File: src/rtl/fifo_pkg.sv
// Shared types and width helpers for the parametrised flagged FIFO.
// Parameter validity is checked at elaboration through params_ok().
package fifo_pkg;

  typedef struct packed {
    logic full;
    logic pnding;
    logic almost_full;
    logic almost_empty;
    logic overflow;
    logic underflow;
  } fifo_status_t;

  function automatic int ptr_w(input int depth);
    return $clog2(depth);
  endfunction

  // One extra bit so the count can hold DEPTH itself.
  function automatic int cnt_w(input int depth);
    return $clog2(depth) + 1;
  endfunction

  function automatic bit is_pow2(input int value);
    return (value >= 2) && ((value & (value - 1)) == 0);
  endfunction

  function automatic bit params_ok(input int depth, input int af_lvl, input int ae_lvl);
    return is_pow2(depth)
        && (af_lvl >= 1) && (af_lvl <= depth)
        && (ae_lvl >= 0) && (ae_lvl <= depth - 1);
  endfunction

endpackage

File: src/rtl/fifo_flags_if.sv
// Producer/consumer bundle of the flagged FIFO; clock and reset stay plain ports.
interface fifo_flags_if
  import fifo_pkg::*;
#(
  parameter int BITS  = 32,
  parameter int DEPTH = 4
) ();

  logic                      push_i;
  logic [BITS-1:0]           data_i;
  logic                      pop_i;
  logic                      clr_err_i;
  logic [BITS-1:0]           data_o;
  logic                      full_o;
  logic                      pnding_o;
  logic                      almost_full_o;
  logic                      almost_empty_o;
  logic [cnt_w(DEPTH)-1:0]   count_o;
  logic                      overflow_o;
  logic                      underflow_o;

  modport master (
    output push_i, data_i, pop_i, clr_err_i,
    input  data_o, full_o, pnding_o, almost_full_o, almost_empty_o,
           count_o, overflow_o, underflow_o
  );

  modport slave (
    input  push_i, data_i, pop_i, clr_err_i,
    output data_o, full_o, pnding_o, almost_full_o, almost_empty_o,
           count_o, overflow_o, underflow_o
  );

endinterface

File: src/rtl/fifo_flags_ctrl.sv
// Pointer, occupancy and flag bookkeeping for fifo_flags_top.
// Everything visible on the status outputs comes straight from registers.
module fifo_flags_ctrl
  import fifo_pkg::*;
#(
  parameter int DEPTH  = 4,
  parameter int AF_LVL = DEPTH - 1,
  parameter int AE_LVL = 1
) (
  input  logic                    clk_i,
  input  logic                    rst_i,
  input  logic                    push_i,
  input  logic                    pop_i,
  input  logic                    clr_err_i,
  output logic                    we_o,
  output logic [ptr_w(DEPTH)-1:0] wr_ptr_o,
  output logic [ptr_w(DEPTH)-1:0] rd_ptr_o,
  output logic [cnt_w(DEPTH)-1:0] count_o,
  output fifo_status_t            status_o
);

  localparam int PW = ptr_w(DEPTH);
  localparam int CW = cnt_w(DEPTH);

  if (!params_ok(DEPTH, AF_LVL, AE_LVL)) begin : g_bad_params
    $error("fifo_flags_ctrl: DEPTH must be a power of two >= 2, AF_LVL in 1..DEPTH, AE_LVL in 0..DEPTH-1");
  end

  logic [PW-1:0] wr_ptr_q, wr_ptr_d;
  logic [PW-1:0] rd_ptr_q, rd_ptr_d;
  logic [CW-1:0] count_q, count_d;
  logic          overflow_q, overflow_d;
  logic          underflow_q, underflow_d;

  logic full, pnding, push_acc, pop_acc;

  assign full   = (count_q == CW'(DEPTH));
  assign pnding = (count_q != '0);

  // NOTE: every signal written here gets a default first, so no path leaves one unassigned and no latch is inferred.
  always_comb begin
    wr_ptr_d    = wr_ptr_q;
    rd_ptr_d    = rd_ptr_q;
    count_d     = count_q;
    overflow_d  = overflow_q;
    underflow_d = underflow_q;

    pop_acc  = pop_i && pnding;
    // A pop on a full FIFO frees the very slot the write pointer aims at.
    push_acc = push_i && (!full || pop_acc);

    if (push_acc) wr_ptr_d = wr_ptr_q + 1'b1;
    if (pop_acc)  rd_ptr_d = rd_ptr_q + 1'b1;

    unique case ({push_acc, pop_acc})
      2'b10:   count_d = count_q + 1'b1;
      2'b01:   count_d = count_q - 1'b1;
      default: count_d = count_q;
    endcase

    // Clear first so a same-cycle error wins over the clear.
    if (clr_err_i)           overflow_d  = 1'b0;
    if (clr_err_i)           underflow_d = 1'b0;
    if (push_i && !push_acc) overflow_d  = 1'b1;
    if (pop_i && !pop_acc)   underflow_d = 1'b1;
  end

  // NOTE: state registers use non-blocking assignments so every flop samples pre-edge values.
  always_ff @(posedge clk_i) begin
    if (!rst_i) begin
      wr_ptr_q    <= '0;
      rd_ptr_q    <= '0;
      count_q     <= '0;
      overflow_q  <= 1'b0;
      underflow_q <= 1'b0;
    end else begin
      wr_ptr_q    <= wr_ptr_d;
      rd_ptr_q    <= rd_ptr_d;
      count_q     <= count_d;
      overflow_q  <= overflow_d;
      underflow_q <= underflow_d;
    end
  end

  assign we_o     = push_acc;
  assign wr_ptr_o = wr_ptr_q;
  assign rd_ptr_o = rd_ptr_q;
  assign count_o  = count_q;

  always_comb begin
    status_o              = '0;
    status_o.full         = full;
    status_o.pnding       = pnding;
    status_o.almost_full  = (count_q >= CW'(AF_LVL));
    status_o.almost_empty = (count_q <= CW'(AE_LVL));
    status_o.overflow     = overflow_q;
    status_o.underflow    = underflow_q;
  end

endmodule

File: src/rtl/fifo_flags_top.sv
// First-word-fall-through register-array FIFO with thresholds and sticky error flags.
// Holds the storage and the output mux; bookkeeping lives in fifo_flags_ctrl.
module fifo_flags_top
  import fifo_pkg::*;
#(
  parameter int BITS   = 32,
  parameter int DEPTH  = 4,
  parameter int AF_LVL = DEPTH - 1,
  parameter int AE_LVL = 1
) (
  input  logic         clk_i,
  input  logic         rst_i,
  fifo_flags_if.slave  bus
);

  localparam int PW = ptr_w(DEPTH);
  localparam int CW = cnt_w(DEPTH);

  if (BITS < 1) begin : g_bad_bits
    $error("fifo_flags_top: BITS must be at least 1");
  end

  logic               we;
  logic [PW-1:0]      wr_ptr, rd_ptr;
  logic [CW-1:0]      count;
  fifo_status_t       status;
  logic [BITS-1:0]    mem_q [DEPTH];

  fifo_flags_ctrl #(
    .DEPTH  (DEPTH),
    .AF_LVL (AF_LVL),
    .AE_LVL (AE_LVL)
  ) u_ctrl (
    .clk_i     (clk_i),
    .rst_i     (rst_i),
    .push_i    (bus.push_i),
    .pop_i     (bus.pop_i),
    .clr_err_i (bus.clr_err_i),
    .we_o      (we),
    .wr_ptr_o  (wr_ptr),
    .rd_ptr_o  (rd_ptr),
    .count_o   (count),
    .status_o  (status)
  );

  // NOTE: storage has no reset; stale words are harmless because data_o is gated by the occupancy count.
  always_ff @(posedge clk_i) begin
    if (we) mem_q[wr_ptr] <= bus.data_i;
  end

  assign bus.data_o         = status.pnding ? mem_q[rd_ptr] : '0;
  assign bus.count_o        = count;
  assign bus.full_o         = status.full;
  assign bus.pnding_o       = status.pnding;
  assign bus.almost_full_o  = status.almost_full;
  assign bus.almost_empty_o = status.almost_empty;
  assign bus.overflow_o     = status.overflow;
  assign bus.underflow_o    = status.underflow;

endmodule

File: src/flat_wrapper.sv
// flat-port wrapper written by rule: the top's interface ports become plain ports
module fifo_flags_top_flat import fifo_pkg::*;
#(
  parameter int BITS   = 32,
  parameter int DEPTH  = 4,
  parameter int AF_LVL = DEPTH - 1,
  parameter int AE_LVL = 1
)
  (clk_i, rst_i, bus_push_i, bus_data_i, bus_pop_i, bus_clr_err_i, bus_data_o, bus_full_o, bus_pnding_o, bus_almost_full_o, bus_almost_empty_o, bus_count_o, bus_overflow_o, bus_underflow_o);
  fifo_flags_if #(.BITS(BITS), .DEPTH(DEPTH)) bus_i ();
  input  logic clk_i;
  input  logic rst_i;
  input wire logic [$bits(bus_i.push_i)-1:0] bus_push_i;
  input wire logic [$bits(bus_i.data_i)-1:0] bus_data_i;
  input wire logic [$bits(bus_i.pop_i)-1:0] bus_pop_i;
  input wire logic [$bits(bus_i.clr_err_i)-1:0] bus_clr_err_i;
  output wire logic [$bits(bus_i.data_o)-1:0] bus_data_o;
  output wire logic [$bits(bus_i.full_o)-1:0] bus_full_o;
  output wire logic [$bits(bus_i.pnding_o)-1:0] bus_pnding_o;
  output wire logic [$bits(bus_i.almost_full_o)-1:0] bus_almost_full_o;
  output wire logic [$bits(bus_i.almost_empty_o)-1:0] bus_almost_empty_o;
  output wire logic [$bits(bus_i.count_o)-1:0] bus_count_o;
  output wire logic [$bits(bus_i.overflow_o)-1:0] bus_overflow_o;
  output wire logic [$bits(bus_i.underflow_o)-1:0] bus_underflow_o;
  assign bus_i.push_i = bus_push_i;
  assign bus_i.data_i = bus_data_i;
  assign bus_i.pop_i = bus_pop_i;
  assign bus_i.clr_err_i = bus_clr_err_i;
  assign bus_data_o = bus_i.data_o;
  assign bus_full_o = bus_i.full_o;
  assign bus_pnding_o = bus_i.pnding_o;
  assign bus_almost_full_o = bus_i.almost_full_o;
  assign bus_almost_empty_o = bus_i.almost_empty_o;
  assign bus_count_o = bus_i.count_o;
  assign bus_overflow_o = bus_i.overflow_o;
  assign bus_underflow_o = bus_i.underflow_o;
  fifo_flags_top #(.BITS(BITS), .DEPTH(DEPTH), .AF_LVL(AF_LVL), .AE_LVL(AE_LVL)) u_core (.clk_i(clk_i), .rst_i(rst_i), .bus(bus_i));
endmodule
File: config.mk
export PLATFORM = sky130hd
export DESIGN_NAME = fifo_flags_top_flat
export DESIGN_NICKNAME = d
export VERILOG_FILES = /design/src/rtl/fifo_pkg.sv /design/src/rtl/fifo_flags_if.sv /design/src/rtl/fifo_flags_ctrl.sv /design/src/rtl/fifo_flags_top.sv /design/src/flat_wrapper.sv
export SDC_FILE = /design/constraint.sdc
export NUM_CORES = 1
export LEC_CHECK = 0
export CAP_MARGIN = 20
export CORE_MARGIN = 10
export CORE_UTILIZATION = 49
export CTS_CLUSTER_SIZE = 25
export DETAILED_ROUTE_END_ITERATION = 8
export GPL_TIMING_DRIVEN = 0
export MAX_ROUTING_LAYER = met4
export PLACE_DENSITY = 0.86
export RECOVER_POWER = 25
export SYNTH_ARGS = -nofsm -noshare
export SYNTH_HDL_FRONTEND = slang
export SYNTH_SLANG_ARGS = --single-unit
File: constraint.sdc
create_clock -name clk_i -period 2.25 [get_ports clk_i]
set_input_delay 0.675 -clock clk_i [delete_from_list [all_inputs] [get_ports clk_i]]
set_output_delay 0.675 -clock clk_i [all_outputs]
set_load 0.005 [all_outputs]
=== Word level (Yosys, flattened, before mapping) ===
Memory sizes are Yosys's and may differ from the RTL's. A register that Yosys moved wholly into a read port is not among the register bits.
Cells that the tools add are included.

* Logic and storage cells: 36
* Memories: 1
* Bits in writable memories: 128
* Output and inout port bits: 41
* Bits in read-only memories: 0
* Bits in registers: 9
* Bits in latches: 0
* Bits of input ports: 37

* Reduce and logical (&&, ||, !) cells: 12
* Multipliers: 0
* $lt $le $gt $ge: 2
* Equality and inequality tests: 3
* Shifts and indexed selects: 0
* Bitwise logic cells: 0
* Mux-type cells: 9
* $add $sub $neg: 4
* Div/mod/pow operators: 0

{| class="wikitable"
|+ Memory list
! name !! words !! bits a word !! rd ports !! clocked after memory_dff !! wr ports !! RTL line !! source
|-
| u_core.mem_q || 4 || 32 || 1 || 1 || 1 || fifo_flags_top.sv:27 || <nowiki>logic [BITS-1:0] mem_q [DEPTH];</nowiki>
|}

{| class="wikitable"
|+ Operators with widths
! cell !! count
|-
| 32-bit 2-to-1 mux || 1
|-
| 3-bit case mux with 2 select lines || 1
|-
| 2-bit nonzero test || 3
|-
| 1-bit 2-to-1 mux || 5
|-
| 2-bit by 1-bit adder with 2-bit output, second input constant || 2
|-
| 1-bit logical AND || 4
|-
| 2-bit 2-to-1 mux || 2
|-
| 3-bit by 1-bit adder with 3-bit output, second input constant || 1
|-
| 3-bit equality test, second input constant || 1
|-
| 3-bit by 2-bit >= comparator with 1-bit output, second input constant || 1
|-
| 3-bit by 1-bit <= comparator with 1-bit output, second input constant || 1
|-
| 1-bit logical NOT || 3
|-
| 3-bit nonzero test || 1
|-
| 3-bit by 1-bit subtractor with 3-bit output, second input constant || 1
|-
| 2-bit by 1-bit equality test with 1-bit output, second input constant || 1
|-
| 2-bit equality test, second input constant || 1
|-
| 1-bit logical OR || 1
|}

=== Depth between registers and ports, before layout ===
Gate-level depths: netlist (run 1).

* Depth in word-level cells: 7
* Gate-level depth with buffers: 7
* Mapped depth without buffers: 7

=== Cells and area by module ===
Synthesis (run 1) repeated with hierarchy kept, for this count alone.

* Cell total of the unflattened synthesis: 321
* Area total of the unflattened synthesis: 5545.3 sq um

{| class="wikitable"
|+ By module, submodules not included
! module !! sequential area each (sq um) !! area each (sq um) !! cells each !! instances
|-
| fifo_flags_top || 3843.7 || 4895.9 || 244 || 1
|-
| fifo_flags_ctrl || 180.2 || 649.4 || 77 || 1
|}

=== Worst setup path before layout (run 1) ===
OpenSTA, ideal clock, no wires.

* Kind: input -> register
* From: input bus_push_i
* To: memory u_core.mem_q[0][0], enable pin
* Arrival time: 1.975 ns
* Data required time: 1.858 ns
* Path slack: -0.117 ns
* Buffers on the path: 1
* Setup time: 0.392 ns
* Stages on the path: 3
* Cells stage by stage: clkbuf_1 -> o21a_1 -> and2_1

* Cells in the longest elaborated chain, start to end: 3

{| class="wikitable"
|+ RTL lines
! what !! RTL line !! source
|-
| from (decl) || flat_wrapper.sv:13 || <nowiki>input wire logic [$bits(bus_i.push_i)-1:0] bus_push_i;</nowiki>
|-
| 1-bit logical AND || fifo_flags_ctrl.sv:50 || <nowiki>push_acc = push_i && (!full || pop_acc);</nowiki>
|-
| 1-bit 2-to-1 mux || fifo_flags_top.sv:48 || <nowiki>if (we) mem_q[wr_ptr] <= bus.data_i;</nowiki>
|-
| 1-bit 2-to-1 mux (implied by the code) || fifo_flags_top.sv:48 ||
|-
| to (decl) || fifo_flags_top.sv:27 ||
|}

Every way passes these cells.

==> impl_metrics.csv, run 1 <==
group,metric,value,unit
run,cap_violations,0,
power,p_leak,2.63,nW
clock_network,root_buffer,"clkbuf_16",
clock_network,numClockSinks,139,
sta,setup_viol,32,
routing,drc,0,
routing,dr.pass1.iters,4,
worst_setup_path,crit_fanout,5,
placed_design,io_buffers,76,
global_routing,antenna_found_initial,1,
routing,antenna_left,0,
logic_synthesis,ys_types,30,
sta,finalMaxSlewViolations,0,
logic_synthesis,synth_top_area_cell,"edfxtp_1",
logic_synthesis,synthArstFlopShare,0,%
worst_setup_path,slowest_stage,"mux4_2",
clock_network,hold_buffers,0,
run_status,status,"complete, but fails checks",
logic_synthesis,synth_area,0.00555,mm2
floorplan,die_width,126,um
logic_synthesis,ys_warn_count,0,
worst_setup_path,max_stage_delay,0.51,ns
sta,max_slew_margin,66.0,%
placed_design,gp_congestion,0.768,
worst_setup_path,path_cells,"buf_6 -> buf_12 -> buf_12 -> mux4_2 -> and2_4 -> buf_6",
routing,wire_per_inst,20.0,um
sta,clock_skew,0.00516,ns
logic_synthesis,synth-edff-count,128,
placed_design,pre_cts_ws,-0.868,ns
global_routing,grt_util_all_layers,14.3,%
clock_network,numCtsBuffers,17,
sta,min_period,2.53,ns
logic_synthesis,ys_seq_area_share,73.2,%
sta,fin_crit_sh,112,%
clock_network,clock_latency,0.40,ns
final_layout,drive_gt1_share,40.9,%
floorplan,dieHeight,126,um
sta,fin_ws,-0.281,ns
floorplan,start_util,50.6,%
worst_setup_path,end_kind,"primary output",
worst_setup_path,path_class,"register to primary output",
global_routing,grt_pass1_vias,3101,
floorplan,ioPinCount,78,
placed_design,post-place-cells,499,
sta,fmax,0.395,GHz
final_layout,area_growth,33.8,%
logic_synthesis,synthTopCellsByArea,"edfxtp_1 69%, mux4_2 12%, and2_1 4.6%",
worst_setup_path,setup.worst_path.start_class,"register",
logic_synthesis,syn_avg_cell_area,19.6,um2
power,p_clk_share,25.3,%
power,powerDensity,1310,mW/mm2
clock_network,cts_buffer_depth,2,
logic_synthesis,yosysMostFrequentCell,"edfxtp_1",
logic_synthesis,synthCells,283,
floorplan,core_region_area,0.0110,mm2
power,vdd_drop_max,697,uV
power,switching_power,2.65,mW
routing,drt-vias-per-instance,5.29,
sta,grt_setup_unrepaired,"yes",
final_layout,fin_nets,446,
sta,hold_viol,0,
run_status,violations,"setup timing",
hold_path,hold_class,"register to register",
floorplan,rows,38,
power,pwr-share-seq,33.1,%
global_routing,grt_pass1_wl,17100,um
power,p_int,7.10,mW
worst_setup_path,critPathRequiredTime,1.57,ns
global_routing,grt_max_degree,33,
logic_synthesis,synthTopCellsByCount,"128 x edfxtp_1, 41 x and2_1, 30 x mux4_2",
routing,vias,2933,
power,swShare,27.2,%
logic_synthesis,synthFlopType,"edfxtp_1",
routing,wl,11100,um
logic_synthesis,synth_seq_cells,139,
sta,tightestPinTransition,0.510,ns
clock_network,htreeDepth,4,
global_routing,grt-ovfl-total,0,
worst_setup_path,crit_arrival,1.86,ns
placed_design,hpwl,6520,um
floorplan,dieArea,0.0160,mm2
logic_synthesis,synth_nets,329,
logic_synthesis,synth_top_area_share,69.2,%
clock_network,tritoncts,"built",
final_layout,fin_cells,554,
clock_network,clk_pin_slew,0.06,ns
power,pwr-share-comb,41.6,%
routing,drt_iter0_markers,209,
power,finalPower,9.75,mW
## layout by cell type (no fill, tap or decap), types with 3 or more instances in the layout
cell,n
clkinv_1,4
and2_1,12
clkdlybuf4s50_1,22
clkbuf_16,17
dfxtp_1,8
nand2_1,5
edfxtp_1,128
buf_12,6
buf_6,27
clkinvlp_4,4
a21oi_1,4
ha_1,6
mux4_2,32
buf_2,10
nor2b_1,4
o21ai_0,3
dlygate4sd3_1,18
buf_4,17
inv_1,7
clkinv_2,5
clkinv_4,3
and2_4,29
xnor2_1,3
## logic make-up (layout without fill, tap and decap cells)
family                     Yosys count  count (layout)  synth area share [%]
AOI/OAI and AO/OA                   16              16                  1.87
other                                0               1                     0
buffers and inverters               23             153                  2.66
muxes                               34              34                  13.5
adders and majority gates            9               9                  2.03
xor gates and xnor gates             3               3                 0.473
DFF                                139             139                  73.2
and+or+nand+nor                     59              59                  6.31
## per-layer routing
| layer | up-vias | global-route usage [%] | wire [um] |
|---|---|---|---|
| met5 | - | - | 0 |
| met4 | 0 | 5.22 | 121 |
| met3 | 13 | 4.37 | 490 |
| met2 | 75 | 23.1 | 5790 |
| met1 | 1494 | 16.5 | 4660 |
| li1 | 1351 | - | - |
## area by class of cell
type	instances	area (um2)
clock buffers	17	425
multi-input cells	121	1450
repair buffers	98	990
fillers	727	3550
inverters	10	50.0
plain buffers	13	154
well taps	140	175
clock inverters	15	109
diodes	1	2.50
flip-flops and latches	139	4070
## per-stage QoR
step                hold WS [ns]  cell area (um2)  utilization, %  setup TNS, ns
global placement           0.503             6490            59.1         -89.75
floorplan                  0.496             5560               -              0
finish                     0.505             7430            67.7          -7.41
detailed placement         0.517             6490            59.1         -93.13
global route               0.524             7430            67.7          -9.70
CTS                        0.518             7300            66.5          -8.69
## path summary, 6_finish.rpt
| check | end | cells past startpoint | slack (ns) | startpoint |
|---|---|---|---|---|
| worst min-delay path | u_core.u_ctrl.count_o[0]$_SDFFE_PN0P_ | 2 | 0.51 | u_core.u_ctrl.count_o[0]$_SDFFE_PN0P_ |
| worst max register to register | u_core.mem_q[2][6]$_DFFE_PP_ | 6 | 0.26 | u_core.u_ctrl.count_o[1]$_SDFFE_PN0P_ |
| worst min register to register | u_core.u_ctrl.count_o[0]$_SDFFE_PN0P_ | 2 | 0.51 | u_core.u_ctrl.count_o[0]$_SDFFE_PN0P_ |
| worst max-delay path | bus_data_o[5] | 6 | -0.28 | register |
## power by group through the flow
stage	logic, mW	clock network [mW]	registers [mW]
after floorplan	1.59	0	3.24
after global placement	2.96	0	3.25
after detailed placement	3.01	0	3.27
after CTS	3.73	2.50	3.24
after global routing	4.35	2.64	3.25
final	4.06	2.46	3.23
## critical path, delay by kind of cell (launching register included)
| kind | cells | cell delay [ns] |
|---|---|---|
| AND/OR/NAND/NOR | 1 | 0.16 |
| multiplexers | 1 | 0.51 |
| buffers and inverters | 4 | 0.48 |
| flip-flops | 1 | 0.32 |
## what timing repair did
| action | CTS | global route |
|---|---|---|
| setup buffers | 12 | 7 |
| gates cloned | 4 | 0 |
| setup endpoints to repair | 164 | 34 |
| pin swaps | 33 | 2 |
| resized for setup | 206 | 34 |
## registers in the layout, summed over array words and instances, names as in the netlist, named ones only
register                   cells
u_core.u_ctrl.count_o          3
u_core.u_ctrl.rd_ptr_o         2
u_core.u_ctrl.wr_ptr_o         2
u_core.u_ctrl.overflow_q       1
u_core.mem_q                 128
u_core.u_ctrl.underflow_q      1
Power figures use the tool's default switching activity.
==> inputs of run 2 (changes only) <==
Settings changed: CORE_ASPECT_RATIO from default to 1.1, CTS_CLUSTER_SIZE 25 to 14.
==> run 2 against run 1 <==
  * The run still ends with setup timing left
  * Maximum frequency shrank 0.75%
  * Global-route usage rose by 0.88 points
  * Sequential share of layout area decreased by 0.47 points
  * Setup slack worse by 0.019 ns
  * Count of clock-buffer cells in the layout grew 1
  * Critical path depth did not move
  * Via count rose by 1.9%
  * Non-clock buffer count increased by 3
  * Final area grew 0.93%
  * Combinational power decreased by 1%
  * Die area hardly changed
==> impl_metrics.csv, run 2 (synthesis results as in run 1) <==
group,metric,value,unit
run,cap_violations,0,
power,vdd_drop_max,730,uV
power,powerDensity,1350,mW/mm2
final_layout,mostFrequentLayoutCell,"edfxtp_1",
final_layout,fillers,728,
routing,drt_iter0_markers,143,
worst_setup_path,r2r_slack,0.26,ns
final_layout,area_growth,35.1,%
sta,tns,-7.18,ns
clock_network,root_buffer,"clkbuf_16",
run_status,violations,"setup timing",
sta,whs,0.573,ns
routing,drc,0,
global_routing,antenna_found_initial,1,
sta,min_period,2.55,ns
placed_design,place_area,0.00650,mm2
clock_network,tritoncts,"built",
routing,dr.pass1.iters,4,
clock_network,numCtsBuffers,17,
placed_design,io_buffers,76,
sta,grt_setup_unrepaired,"yes",
global_routing,grt_util_all_layers,15.1,%
floorplan,start_util,50.4,%
worst_setup_path,crit_arrival,1.87,ns
clock_network,htreeDepth,4,
worst_setup_path,end_kind,"primary output",
routing,wire_per_inst,20.2,um
final_layout,largest_reg_flops,128,
global_routing,grt_pass1_wl,18000,um
sta,fin_ws,-0.300,ns
final_layout,top_register,"u_core.mem_q",
floorplan,core_region_area,0.0110,mm2
sta,finalMaxSlewViolations,0,
final_layout,fin_cells,564,
sta,fin_crit_sh,113,%
worst_setup_path,path_class,"register to primary output",
global_routing,grt_pass1_vias,3355,
routing,vias,2990,
placed_design,post-place-cells,506,
routing,antenna_left,0,
sta,clock_skew,0.00757,ns
floorplan,dieArea,0.0160,mm2
clock_network,cts_buffer_depth,2,
global_routing,grt-ovfl-total,0,
sta,hold_viol,0,
global_routing,grt_max_degree,33,
routing,drt-vias-per-instance,5.30,
hold_path,hold_class,"register to register",
clock_network,clk_pin_slew,0.06,ns
worst_setup_path,crit_fanout,5,
sta,setup_viol,32,
worst_setup_path,setup.worst_path.start_class,"register",
routing,wl,11400,um
placed_design,gp_congestion,0.753,
power,p_leak,2.68,nW
floorplan,rows,40,
final_layout,final_cell_mix,"128 x edfxtp_1, 32 x mux4_2, 25 x buf_6",
clock_network,numClockSinks,139,
final_layout,final_area,0.00750,mm2
worst_setup_path,critPathRequiredTime,1.57,ns
run_status,status,"complete, but fails checks",
placed_design,hpwl,6550,um
sta,max_slew_margin,66.0,%
floorplan,ioPinCount,78,
floorplan,die_width,122,um
clock_network,clock_latency,0.41,ns
final_layout,fin_nets,449,
sta,tightestPinTransition,0.511,ns
final_layout,drive_gt1_share,39.4,%
sta,fmax,0.392,GHz
floorplan,dieHeight,132,um
[run 2: report_power, final]
part | total, mW | switching [mW] | internal, mW
logic | 4.02 | 1.58 | 2.45
registers | 3.25 | 0.109 | 3.14
clock network | 2.84 | 1.00 | 1.84
[run 2: worst max-delay path: stages (launching register included)]
cell and delay, ns:
dfxtp_4 0.38, buf_6 0.12, buf_12 0.10, buf_12 0.11, mux4_2 0.50, and2_4 0.16, buf_6 0.11
[run 2: area by class of cell]
cell class,count,area [um2],area share (%)
Clock buffer,18,429,5.72
Buffer,11,123,1.63
Clock inverter,14,178,2.37
Sequential cell,139,4080,54.3
Timing Repair Buffer,103,1030,13.7
Inverter,10,47.5,0.634
Antenna cell,1,2.50,0.0334
Tap cell,147,184,2.45
Multi-Input combinational cell,121,1430,19.1
[run 2: what timing repair did]
action	4_1_cts	5_1_grt
hold buffers	0	0
resized for setup	214	21
buffers inserted	23	1
endpoints found under the setup margin	164	36
cloned	5	0
pin swaps	33	0
[run 2: path summary, 6_finish.rpt]
check	startpoint	endpoint	cells after the start
max reg2reg	u_core.u_ctrl.count_o[2]$_SDFFE_PN0P_	u_core.mem_q[3][0]$_DFFE_PP_	6
max	register	bus_data_o[20]	6
min reg2reg	u_core.u_ctrl.wr_ptr_o[1]$_SDFFE_PN0P_	u_core.u_ctrl.wr_ptr_o[1]$_SDFFE_PN0P_	2
min	u_core.u_ctrl.wr_ptr_o[1]$_SDFFE_PN0P_	u_core.u_ctrl.wr_ptr_o[1]$_SDFFE_PN0P_	2
[run 2: through the flow]
stage               setup slack (ns)  util [%]  power, mW
global placement              -0.817      59.1       6.23
finish                        -0.300      68.1       10.1
global route                  -0.370      68.1       10.6
CTS                           -0.368      68.2       10.1
detailed placement            -0.830      59.1       6.28
floorplan                      0.117         -       4.83
[run 2: layer usage]
metal	global-route usage, %	up-vias	wire length (um)
li1	-	1350	-
met1	17.3	1536	4750
met2	24.8	89	5950
met3	4.28	15	556
met4	5.44	0	140
met5	-	-	0
